--- src/rtl/add_pipe_pkg.sv ---
// add_pipe_pkg: shared constants and the stage-1 record for add_pipe32.
//   WIDTH_DEF : default operand/sum width
//   HALF      : width of each half-adder stage (matches cla16)
//   s1_rec_t  : contents latched by stage 1 (low sum, low-half carry,
//               and the upper operand halves that stage 2 still needs)
package add_pipe_pkg;

  localparam int WIDTH_DEF = 32;
  localparam int HALF      = WIDTH_DEF / 2;

  typedef struct packed {
    logic [HALF-1:0] lo_sum;
    logic            c_half;
    logic [HALF-1:0] a_hi;
    logic [HALF-1:0] b_hi;
  } s1_rec_t;

endpackage

--- src/rtl/cla16.sv ---
// cla16: combinational 16-bit two-level carry-lookahead adder.
//   a, b : 16-bit operands
//   cin  : carry-in
//   sum  : a + b + cin (low 16 bits)
//   cout : carry out of bit 15
// Four 4-bit groups each produce group generate/propagate; the group
// carries are formed in one lookahead level, then the in-group carries.
module cla16 (
  input  logic [15:0] a,
  input  logic [15:0] b,
  input  logic        cin,
  output logic [15:0] sum,
  output logic        cout
);

  logic [15:0] g;
  logic [15:0] p;
  logic [15:0] c;
  logic [3:0]  gg;
  logic [3:0]  pg;
  logic [4:0]  cg;

  assign g = a & b;
  assign p = a ^ b;

  always_comb begin
    gg = '0;
    pg = '0;
    cg = '0;
    c  = '0;

    for (int k = 0; k < 4; k++) begin
      gg[k] = g[4*k+3]
            | (p[4*k+3] & g[4*k+2])
            | (p[4*k+3] & p[4*k+2] & g[4*k+1])
            | (p[4*k+3] & p[4*k+2] & p[4*k+1] & g[4*k]);
      pg[k] = &p[4*k +: 4];
    end

    cg[0] = cin;
    cg[1] = gg[0] | (pg[0] & cin);
    cg[2] = gg[1] | (pg[1] & gg[0]) | (pg[1] & pg[0] & cin);
    cg[3] = gg[2] | (pg[2] & gg[1]) | (pg[2] & pg[1] & gg[0])
          | (pg[2] & pg[1] & pg[0] & cin);
    cg[4] = gg[3] | (pg[3] & gg[2]) | (pg[3] & pg[2] & gg[1])
          | (pg[3] & pg[2] & pg[1] & gg[0])
          | (pg[3] & pg[2] & pg[1] & pg[0] & cin);

    for (int k = 0; k < 4; k++) begin
      c[4*k]   = cg[k];
      c[4*k+1] = g[4*k] | (p[4*k] & cg[k]);
      c[4*k+2] = g[4*k+1] | (p[4*k+1] & g[4*k])
               | (p[4*k+1] & p[4*k] & cg[k]);
      c[4*k+3] = g[4*k+2] | (p[4*k+2] & g[4*k+1])
               | (p[4*k+2] & p[4*k+1] & g[4*k])
               | (p[4*k+2] & p[4*k+1] & p[4*k] & cg[k]);
    end
  end

  assign sum  = p ^ c;
  assign cout = cg[4];

endmodule

--- src/rtl/add_pipe32.sv ---
// add_pipe32: two-stage pipelined adder with valid/ready on both sides.
//   clk, rst_n          : rising-edge clock, async active-low reset
//   in_valid / in_ready : operand beat handshake (a, b, cin)
//   out_valid/out_ready : result beat handshake (sum, cout, ovf)
//   sum  = a + b + cin mod 2^WIDTH, cout = carry out of MSB,
//   ovf  = signed overflow.
// Stage 1 adds the low half (plus cin); stage 2 adds the upper half plus
// the registered low-half carry. WIDTH must equal 2*HALF from the package,
// since each half is computed by one cla16.
//
// Handshake: a beat moves across an interface on a rising edge where
// valid && ready are both high; the producer holds the beat and its valid
// until that happens, and ready may depend combinationally on the
// consumer's ready.
module add_pipe32
  import add_pipe_pkg::*;
#(
  parameter int WIDTH = WIDTH_DEF
) (
  input  logic             clk,
  input  logic             rst_n,
  input  logic             in_valid,
  output logic             in_ready,
  input  logic [WIDTH-1:0] a,
  input  logic [WIDTH-1:0] b,
  input  logic             cin,
  output logic             out_valid,
  input  logic             out_ready,
  output logic [WIDTH-1:0] sum,
  output logic             cout,
  output logic             ovf
);

  s1_rec_t          s1_q;
  logic             s1_valid;
  logic             s2_valid;
  logic [WIDTH-1:0] s2_sum;
  logic             s2_cout;
  logic             s2_ovf;

  logic [HALF-1:0]  lo_sum;
  logic             lo_cout;
  logic [HALF-1:0]  hi_sum;
  logic             hi_cout;
  logic             hi_ovf;
  logic             s2_adv;

  cla16 u_cla_lo (
    .a    (a[HALF-1:0]),
    .b    (b[HALF-1:0]),
    .cin  (cin),
    .sum  (lo_sum),
    .cout (lo_cout)
  );

  cla16 u_cla_hi (
    .a    (s1_q.a_hi),
    .b    (s1_q.b_hi),
    .cin  (s1_q.c_half),
    .sum  (hi_sum),
    .cout (hi_cout)
  );

  // Overflow: operands agree in sign but the result sign differs.
  assign hi_ovf = (s1_q.a_hi[HALF-1] == s1_q.b_hi[HALF-1]) &&
                  (hi_sum[HALF-1] != s1_q.a_hi[HALF-1]);

  // Stage 2 can take new contents when empty or when its result leaves now.
  assign s2_adv   = !s2_valid || out_ready;
  // Stage 1 can take new contents when empty or when it moves into stage 2.
  assign in_ready = !s1_valid || s2_adv;

  always_ff @(posedge clk or negedge rst_n) begin
    if (!rst_n) begin
      s1_valid <= 1'b0;
      s1_q     <= '0;
      s2_valid <= 1'b0;
      s2_sum   <= '0;
      s2_cout  <= 1'b0;
      s2_ovf   <= 1'b0;
    end else begin
      if (in_ready) begin
        s1_valid <= in_valid;
      end
      if (in_ready && in_valid) begin
        s1_q.lo_sum <= lo_sum;
        s1_q.c_half <= lo_cout;
        s1_q.a_hi   <= a[WIDTH-1:HALF];
        s1_q.b_hi   <= b[WIDTH-1:HALF];
      end
      if (s2_adv) begin
        s2_valid <= s1_valid;
      end
      if (s2_adv && s1_valid) begin
        s2_sum  <= {hi_sum, s1_q.lo_sum};
        s2_cout <= hi_cout;
        s2_ovf  <= hi_ovf;
      end
    end
  end

  // Result fields read zero whenever no beat is being offered.
  assign out_valid = s2_valid;
  assign sum       = s2_valid ? s2_sum : '0;
  assign cout      = s2_valid & s2_cout;
  assign ovf       = s2_valid & s2_ovf;

endmodule

--- config.mk ---
export PLATFORM = sky130hd
export DESIGN_NAME = add_pipe32
export DESIGN_NICKNAME = d
export VERILOG_FILES = /design/src/rtl/add_pipe_pkg.sv /design/src/rtl/cla16.sv /design/src/rtl/add_pipe32.sv
export SDC_FILE = /design/constraint.sdc
export NUM_CORES = 1
export LEC_CHECK = 0
export BUFFER_PORTS_ARGS = -buffer_cell sky130_fd_sc_hd__buf_2
export CAP_MARGIN = 40
export CORE_ASPECT_RATIO = 0.8
export CORE_MARGIN = 5
export CORE_UTILIZATION = 50
export CTS_BUF_LIST = sky130_fd_sc_hd__clkbuf_16
export DETAILED_ROUTE_END_ITERATION = 10
export PLACE_DENSITY_LB_ADDON = 0.25
export SLEW_MARGIN = 20
export SYNTH_ARGS = -nofsm -noshare
export SYNTH_HDL_FRONTEND = slang
export SYNTH_HIERARCHICAL = 1
export SYNTH_SLANG_ARGS = --single-unit
--- constraint.sdc ---
create_clock -name clk -period 7 [get_ports clk]
set_input_delay 1.4 -clock clk [delete_from_list [all_inputs] [get_ports clk]]
set_output_delay 1.4 -clock clk [all_outputs]
set_load 0.05 [all_outputs]
======== Yosys cells after proc, flatten, opt, wreduce, memory -nomap -nowiden ========
Cells that the tools add are included.
word-level totals
  register bits ........................... 85
  latch bits .............................. 0
  RAM bits ................................ 0
  bits in read-only memories .............. 0
  input bits .............................. 69
  output and inout bits ................... 36
  logic and storage cells ................. 271
  memories kept ........................... 0
operators by class
  $add $sub $neg .......................... 0
  $mul .................................... 0
  divide/modulo/power cells ............... 0
  magnitude comparators ................... 0
  eq/ne operators ......................... 2
  shifts and indexed selects .............. 0
  multiplexer cells ....................... 1
  bitwise gates (word level) .............. 244
  reductions and logical operators ........ 15
operators by type and width
  cell               number
  $and 1x1->1        146
  $or 1x1->1         92
  $xor 16x16->16     4
  $and 16x16->16     2
  $mux 32            1
  $reduce_and 4->1   8
  $logic_and 1x1->1  3
  $logic_not 1->1    2
  $logic_or 1x1->1   2
  $eq 1x1->1         1
  $ne 1x1->1         1

======== Logic depth before layout (Yosys ltp) ========
Gate-level depths: netlist (run 1).
  depth in word-level cells ............... 14
  mapped depth ............................ 9
  gate-level depth less buffers ........... 9

======== Modules after synthesis ========
Netlist (run 1), hierarchy kept.
modules (own cells, without submodules)
  module            times used  cells each  area an instance (um2)  sequential area each (um2)
  add_pipe32        1           222         3458.3                  2127.0
  cla16 (u_cla_lo)  1           98          798.3                   0.0
  cla16 (u_cla_hi)  1           96          762.0                   0.0

======== Worst setup path before layout (run 1) ========
OpenSTA, ideal clock, no wires.
  path type ............................... input to register
  from .................................... in a[3]
  to ...................................... reg s1_q[46] (netlist bit)
  setup time .............................. 0.125 ns
  arrival time ............................ 3.390 ns
  required time ........................... 6.875 ns
  setup slack ............................. 3.485 ns
  stages on the path ...................... 8
  path buffers ............................ 0
  cell sequence ........................... ha_1 -> and2_4 -> a221oi_4 -> a21oi_2 -> a211o_2 -> fa_1 -> xor2_1 -> mux2_2
between the ends
  cells in the longest elaborated chain, start to end .. 11
  elaborated cells between the ends (all ways) .. 19
  classes of those cells .................. 18 x bitwise; 1 x reduce/logical
ends and longest elaborated chain
  what                                       line                                   RTL
  from (decl)                                add_pipe32.sv:24                       input logic [WIDTH-1:0] a,
  $xor 16x16->16                             cla16.sv:24                            assign p = a ^ b;
  $and 1x1->1 (on tied branches)             cla16.sv:34, cla16.sv:35, cla16.sv:36
  $or 1x1->1, or another cell as far along   cla16.sv:34                            | (p[4*k+3] & g[4*k+2])
  $or 1x1->1 or $and 1x1->1 (tied branches)  cla16.sv:35, cla16.sv:36
  $or 1x1->1                                 cla16.sv:36                            | (p[4*k+3] & p[4*k+2] & p[4*k+1] & g[4*k]);
  $and 1x1->1                                cla16.sv:43                            cg[3] = gg[2] | (pg[2] & gg[1]) | (pg[2] & pg[1] & gg[0])
  $or 1x1->1                                 cla16.sv:43
  $or 1x1->1 *                               cla16.sv:44                            | (pg[2] & pg[1] & pg[0] & cin);
  $and 1x1->1 *                              cla16.sv:51                            c[4*k+1] = g[4*k] | (p[4*k] & cg[k]);
  $or 1x1->1 *                               cla16.sv:51
  $xor 16x16->16 *                           cla16.sv:60                            assign sum = p ^ c;
  net lo_sum[13]                             add_pipe32.sv:41                       logic [HALF-1:0] lo_sum;
  to (decl)                                  add_pipe32.sv:34                       s1_rec_t s1_q;
Mark *: on every way through the listed nets, which the timed path passes. The rest lies on a longest branch.
A chain may end at the register's enable or synchronous reset.

======== Worst setup path in the final report (run 1) ========
Same ends and word-level chain as after synthesis.

==> key figures, run 1 <==
CTS
  – Clock tree buffer depth: 2
  – Worst-Skew Late Latency: 0.33 ns
  – Clk sink count: 85
  – CTS tree: yes
  – Cts repair resizes: 0
  – Root Driver: clkbuf_16
  – H-tree level count: 3
  – CTS clk-pin slew, worst paths: 0.06 ns
  – Post-CTS Setup Inserts: 0
  – Cts bufs inserted: 9
  – CTS Hold Bufs: 0

Worst setup path
  – Setup slack, reg-to-reg: between 4 and 5 ns
  – Critical path type: input pin to flop
  – CP Data Required Time: ~7.2 ns
  – R2R Path Start: s1_q[16]
  – CP endpoint kind: flop
  – Worst EP arrival: 3.65 ns
  – RR Endpoint: s2_sum[29]
  – Crit path max fanout: 4
  – Cells on worst reg2reg path: 9
  – Worst Setup Start Kind: input pin

Synth
  – Average cell area after synthesis: 12.1 sq um
  – Synth cell count leaders: dfrtp_1 (85), mux2_2 (73), and2_1 (35)
  – Ys flop type: dfrtp_1
  – Yosys top cell area share: 42.4%
  – Yosys cell types: 61
  – EDFF count, synth: 0
  – Count leader, synth: dfrtp_1
  – Post-Syn Area: 0.00502 sq mm
  – Sequential share of the synthesized area: 42.4%
  – Synth Net Count: ~530
  – Synthesized flop and latch total: 85
  – Synth area leaders: dfrtp_1 (42%), mux2_2 (16%), ha_1 (8.0%), and2_1 (4.4%), fa_1 (3.2%)
  – Ys Warns: 6
  – Cell taking the most area after synthesis: dfrtp_1
  – Mapped Cells: between 400 and 500
  – Share of flip-flops with an asynchronous set or reset: 100%

Timing
  – RSZ-0062 raised after global routing: no
  – Fin. Hold Viols: 0
  – Worst-margin pin slew: about 0.72 ns
  – Crit path time final: 3.43 ns
  – Max Clk Rate: 291 MHz
  – Max Slew Vio Count: 0
  – Fin crit share: 49.0%
  – Setup Skew: roughly 0.0084 ns
  – Final setup fails: 0
  – Relative slew margins: roughly half
  – Setup_tns: 0 ns

Floorplan
  – IO Pins: ~110
  – Chip Height: 99.6 um
  – Die ar.: roughly 0.012 sq mm
  – Core area: between 0.009 and 0.01 sq mm
  – Starting Density: 51.6%
  – Std-Cell Rows: 32
  – Die width: 122 um

Min path
  – Hold crit path type: flop to flop
  – Hold Startpoint: s1_q[40]
  – Hold-critical path depth: 1
  – Hold path endpoint: s2_sum[7]

Global route
  – First-pass GRT wire length: 17700 um
  – Total Routing Usage GR: 18.0%
  – Vias in the first global route: 3683
  – Antenna violations before repair: 0
  – Largest net degree at the start of global routing: 51
  – Total grt overflow: 0

Status
  – Run status: complete, no violations

Cells and area
  – Nets@finish: between 600 and 700
  – Share of post-route cells with drive strength above 1: about two fifths
  – Antenna Cells: 0
  – Area delta synth->final: 19.6%
  – Final core utilization: 61.7%

Power
  – Switch share: 38.6%
  – P_int: 0.00131 W
  – Leakage: about 2.8 nW
  – Sw Pwr: 0.000824 W
  – Pwr per Cell Area: about 360 mW/mm^2
  – Sequential share of power: 33.7%
  – Clock share of power: 23.0%
  – Maximum VDD drop: 0.000146 V
  – Combinational share of power: 43.3%

Placed design
  – # port buffers: 104
  – Placer Congestion: between 0.8 and 0.9
  – Detail Placement HPWL: 7640 um

Run
  – Maxcap violations: 0

Detailed routing
  – Wire per inst: 15.4 um
  – DRT antenna net count: 0
  – Via count: 3467
  – Detailed Routing Iterations Pass 1: 4
  – DRC Markers: 0
  – Vias per cell: 5.23
  – Post-Route WL: 10200 um
  – 1st-iter DRT viols: 163
## per-stage QoR
| step | hold slack (ns) | instances | setup WS, ns | total power (W) | cell area [sq um] |
|---|---|---|---|---|---|
| after floorplan | 0.471 | 416 | 3.48 | 0.00144 | 5020 |
| after global placement | 0.481 | 645 | 3.29 | 0.00162 | 5630 |
| after detailed placement | 0.487 | 648 | 3.25 | 0.00166 | 5700 |
| after CTS | 0.501 | 663 | 3.60 | 0.00216 | 6000 |
| after global routing | 0.514 | 663 | 3.50 | 0.00227 | 6000 |
| final | 0.499 | 663 | 3.57 | 0.00214 | 6000 |
## cell type report
class	count	area, sq um
inverters	14	52.6
flip-flops and latches	85	2130
clock buffers	9	225
clock inverters	6	80.1
multi-input cells	305	2750
repair buffers	108	601
well taps	136	170
fillers	791	3730
## how the worst max path moves through the flow
stage,from,end,slack (ns)
after global routing,a[7],s1_q[46],3.50
after global placement,a[3],s1_q[46],3.29
after floorplan,a[3],s1_q[46],3.48
final,a[3],s1_q[46],3.57
after CTS,a[3],s1_q[46],3.60
after detailed placement,a[3],s1_q[46],3.25
## cells by family (layout without fill, tap and decap cells)
group	after synthesis	after routing	share of synthesized area, %
AND/OR/NAND/NOR	100	100	11.3
AO/OA/AOI/OAI	63	63	9.55
multiplexers	84	84	19.6
XOR/XNOR	18	18	3.14
adder cells (fa/ha/maj)	40	40	11.2
flip-flops	85	85	42.4
buffers and inverters	26	137	2.87
## metal layers
metal	GRT usage, %	wire length, um	vias up
li1	-	-	1706
met1	23.9	4790	1672
met2	29.1	4770	79
met3	4.72	558	10
met4	5.34	121	0
met5	0	0	-
## registers in the layout, summed over array words and instances (netlist names)
name,cells
out_valid,1
s1_q,49
s1_valid,1
s2_cout,1
s2_ovf,1
s2_sum,32
## cells in the final DEF, fill, tap and decap left out, drive strengths merged, types with 2 or more instances in the layout
cell type	synthesis	layout
a221oi	2	2
nand2	13	13
dfrtp	85	85
xnor2	9	9
nand4b	2	2
nand4	2	2
nor3	3	3
bufinv	0	2
o31a	2	2
and2	36	36
xor2	9	9
o2111ai	2	2
or4	2	2
or2	3	3
ha	32	32
clkinv	0	2
o41ai	2	2
a21o	6	6
nand2b	6	6
fa	8	8
nor2b	4	4
a211oi	5	5
clkbuf	4	9
inv	14	15
nand3b	2	2
a21oi	15	15
nand3	6	6
mux2	83	83
o21a	3	3
o22ai	2	2
o21ai	13	13
buf	8	108
nor2	17	17
## power by group through the flow
stage	Combinational, W	Sequential, W	Clock [W]
floorplan	0.000741	0.000698	0
detailed placement	0.000929	0.000727	0
global route	0.00100	0.000738	0.000524
CTS	0.000934	0.000720	0.000506
global placement	0.000902	0.000719	0
finish	0.000925	0.000720	0.000492
## critical path: stages
cell and delay [ns]:
buf_2 0.10, ha_1 0.36, and2_4 0.18, a221oi_4 0.34, a21oi_2 0.12, a211o_2 0.33, fa_1 0.39, xor2_1 0.17
mux2_2 0.26
No activity file was read; power rests on OpenSTA's default activity.
==> inputs of run 2 (changes only) <==
Clock period 7 ns to 3.1 ns, I/O delays scaled along.
==> key figures, run 2 (synthesized netlist as in run 1, its figures left out) <==
Cells and area
  – Area delta synth->final: 19.3%
  – Biggest register: s1_q
  – Antenna Cells: 0 (unchanged)
  – Top flop regs: s1_q x49, s2_sum x32
  – Area taken by multi-input logic gates: 0.00275 sq mm (unchanged)
  – FF/Latch Area: 0.00213 sq mm (unchanged)
  – FILL cells: 818 (+3.4%)
  – Share of post-route cells with drive strength above 1: 41.8% (about the same)
  – Most frequent cells in the layout: buf_2 (103), dfrtp_1 (85), mux2_2 (73), and2_1 (35), ha_1 (32)
  – Nets@finish: 633 (+0.16%)
  – Max reg flops: 49 (unchanged)
  – Finished Cell Area: 0.00599 sq mm (-0.27%)
  – Most common cell after layout, fill and taps aside: buf_2

Worst setup path
  – Worst EP arrival: 2.90 ns (-0.75 ns)
  – CP cell instances: ha_1 -> a21oi_1 -> o22ai_2 -> o41ai_4 -> inv_2 -> a21o_1 -> fa_1 -> xor2_1 -> mux2_2
  – R2R Path Start: s1_q[16]
  – CP Data Required Time: 3.31 ns (-3.91 ns)
  – CP max stage cell: dfrtp_1
  – Top delay family on crit path: compound AO/OA/AOI/OAI gates
  – Cells on worst reg2reg path: 9 (unchanged)
  – RR Endpoint: s2_sum[29]
  – Worst path buffer plus inverter count: 1 (unchanged)
  – Crit path max fanout: 3 (-1)
  – Worst path max stage delay: 0.39 ns (about the same)
  – Critical path type: flop to flop
  – Worst Setup Start Kind: flop
  – CP endpoint kind: flop
  – Setup slack, reg-to-reg: 0.42 ns (-3.68 ns)

CTS
  – Root Driver: clkbuf_16
  – H-tree level count: 3 (unchanged)
  – CTS tree: yes
  – CTS clk-pin slew, worst paths: 0.06 ns (about the same)
  – Worst-Skew Late Latency: 0.33 ns (about the same)
  – Cts repair resizes: 0 (unchanged)
  – Clock tree buffer depth: 2 (unchanged)
  – CTS Hold Bufs: 0 (unchanged)
  – Clk sink count: 85 (unchanged)
  – Cts bufs inserted: 9 (unchanged)
  – Post-CTS Setup Inserts: 0 (unchanged)

Floorplan
  – Die width: 122 um (unchanged)
  – IO Pins: 105 (unchanged)
  – Die ar.: 0.0122 sq mm (unchanged)
  – Chip Height: 99.6 um (unchanged)
  – Starting Density: 51.6% (unchanged)
  – Core area: 0.00973 sq mm (unchanged)
  – Std-Cell Rows: 32 (unchanged)

Timing
  – Max Slew Vio Count: 0 (unchanged)
  – Fin crit share: approximately 87%
  – Max Clk Rate: 373 MHz
  – Final setup fails: 0 (unchanged)
  – Relative slew margins: 57.3% (+5.5 points)
  – Crit path time final: roughly 2.7 ns
  – Fin. Hold Viols: 0 (unchanged)
  – RSZ-0062 raised after global routing: no
  – Worst-margin pin slew: 0.639 ns (-0.0840 ns)
  – Setup_tns: 0 ns (unchanged)
  – Setup Skew: 0.00715 ns (-0.00124 ns)

Detailed routing
  – Post-Route WL: 10300 um (+0.13%)
  – Top layer in use: met4
  – WL met2: 4860 um (+1.9%)
  – Via count: 3507 (+1.2%)
  – Met3 WL: 661 um (+18%)
  – Detailed Routing Iterations Pass 1: 4 (unchanged)
  – Wire per inst: 15.4 um (-0.17%)
  – DRT antenna net count: 0 (unchanged)
  – Sum of routed wire segments on met1: 4630 um (-3.4%)
  – DRC Markers: 0 (unchanged)
  – 1st-iter DRT viols: 126 (-23%)
  – Vias per cell: 5.27 (+0.85%)

Global route
  – Antenna violations before repair: 0 (unchanged)
  – Total grt overflow: 0 (unchanged)
  – Largest net degree at the start of global routing: 50 (-2.0%)
  – Vias in the first global route: 3784 (+2.7%)
  – Total Routing Usage GR: 18.1% (+0.11 points)
  – First-pass GRT wire length: 17600 um (-0.15%)

Run
  – Maxcap violations: 0 (unchanged)

Placed design
  – # port buffers: 104 (unchanged)
  – Detail Placement HPWL: 7750 um (+1.4%)
  – Placer Congestion: 0.899 (+1.0%)
  – Post-place instance area: 0.00568 sq mm (-0.26%)

Power
  – Leakage: 2.82 nW (about the same)
  – Pwr per Cell Area: 795 mW/mm^2 (+120%)
  – Maximum VDD drop: 0.000347 V (+140%)

Status
  – Run status: complete, no violations

Min path
  – Hold crit path type: input pin to async pin
==> run 2: changes by cell type in the layout (fill, tap and decap cells not counted), sizes merged <==
cell	before	now
buf	108	109
bufinv	2	1
clkinv	2	3
inv	15	16
==> run 2: per-layer routing <==
metal / global-route usage, % / vias to the layer above
met5: 0 / -
met4: 4.39 / 0
met3: 5.57 / 15
met2: 30.3 / 98
met1: 23.0 / 1694
li1: - / 1700
==> run 2: final cells by class <==
| cell class | instances | area share (%) |
|---|---|---|
| repair buffers | 109 | 10.1 |
| clock inverters | 7 | 0.982 |
| multi-input cells | 305 | 45.9 |
| flip-flops and latches | 85 | 35.5 |
| well taps | 136 | 2.84 |
| clock buffers | 9 | 3.76 |
| inverters | 14 | 0.878 |
==> run 2: metrics by stage <==
step                std cells  util [%]  hold WS [ns]  total power (W)  setup slack, ns
floorplan                 416         -         0.324          0.00325            0.365
global placement          647      58.1         0.480          0.00367            0.171
detailed placement        648      58.4         0.487          0.00375            0.142
CTS                       664      61.3         0.266          0.00480            0.424
global route              665      61.5         0.295          0.00505            0.281
finish                    665      61.5         0.260          0.00476            0.417
==> run 2: how the worst max path moves through the flow <==
stage	end	from	slack (ns)	depth (start not counted)
2_1_floorplan	s1_q[46]	a[3]	0.36	8
3_3_place_gp	s1_q[46]	a[3]	0.17	9
3_5_place_dp	s1_q[46]	a[3]	0.14	9
4_1_cts	s2_sum[29]	s1_q[16]	0.42	9
5_1_grt	s2_sum[29]	s1_q[16]	0.28	9
6_report	s2_sum[29]	s1_q[16]	0.42	9
==> run 2: power by group <==
part | total, W | switching (W) | internal [W]
clock network | 0.00104 | 0.000424 | 0.000613
logic | 0.00210 | 0.00127 | 0.000830
registers | 0.00162 | 0.000175 | 0.00145
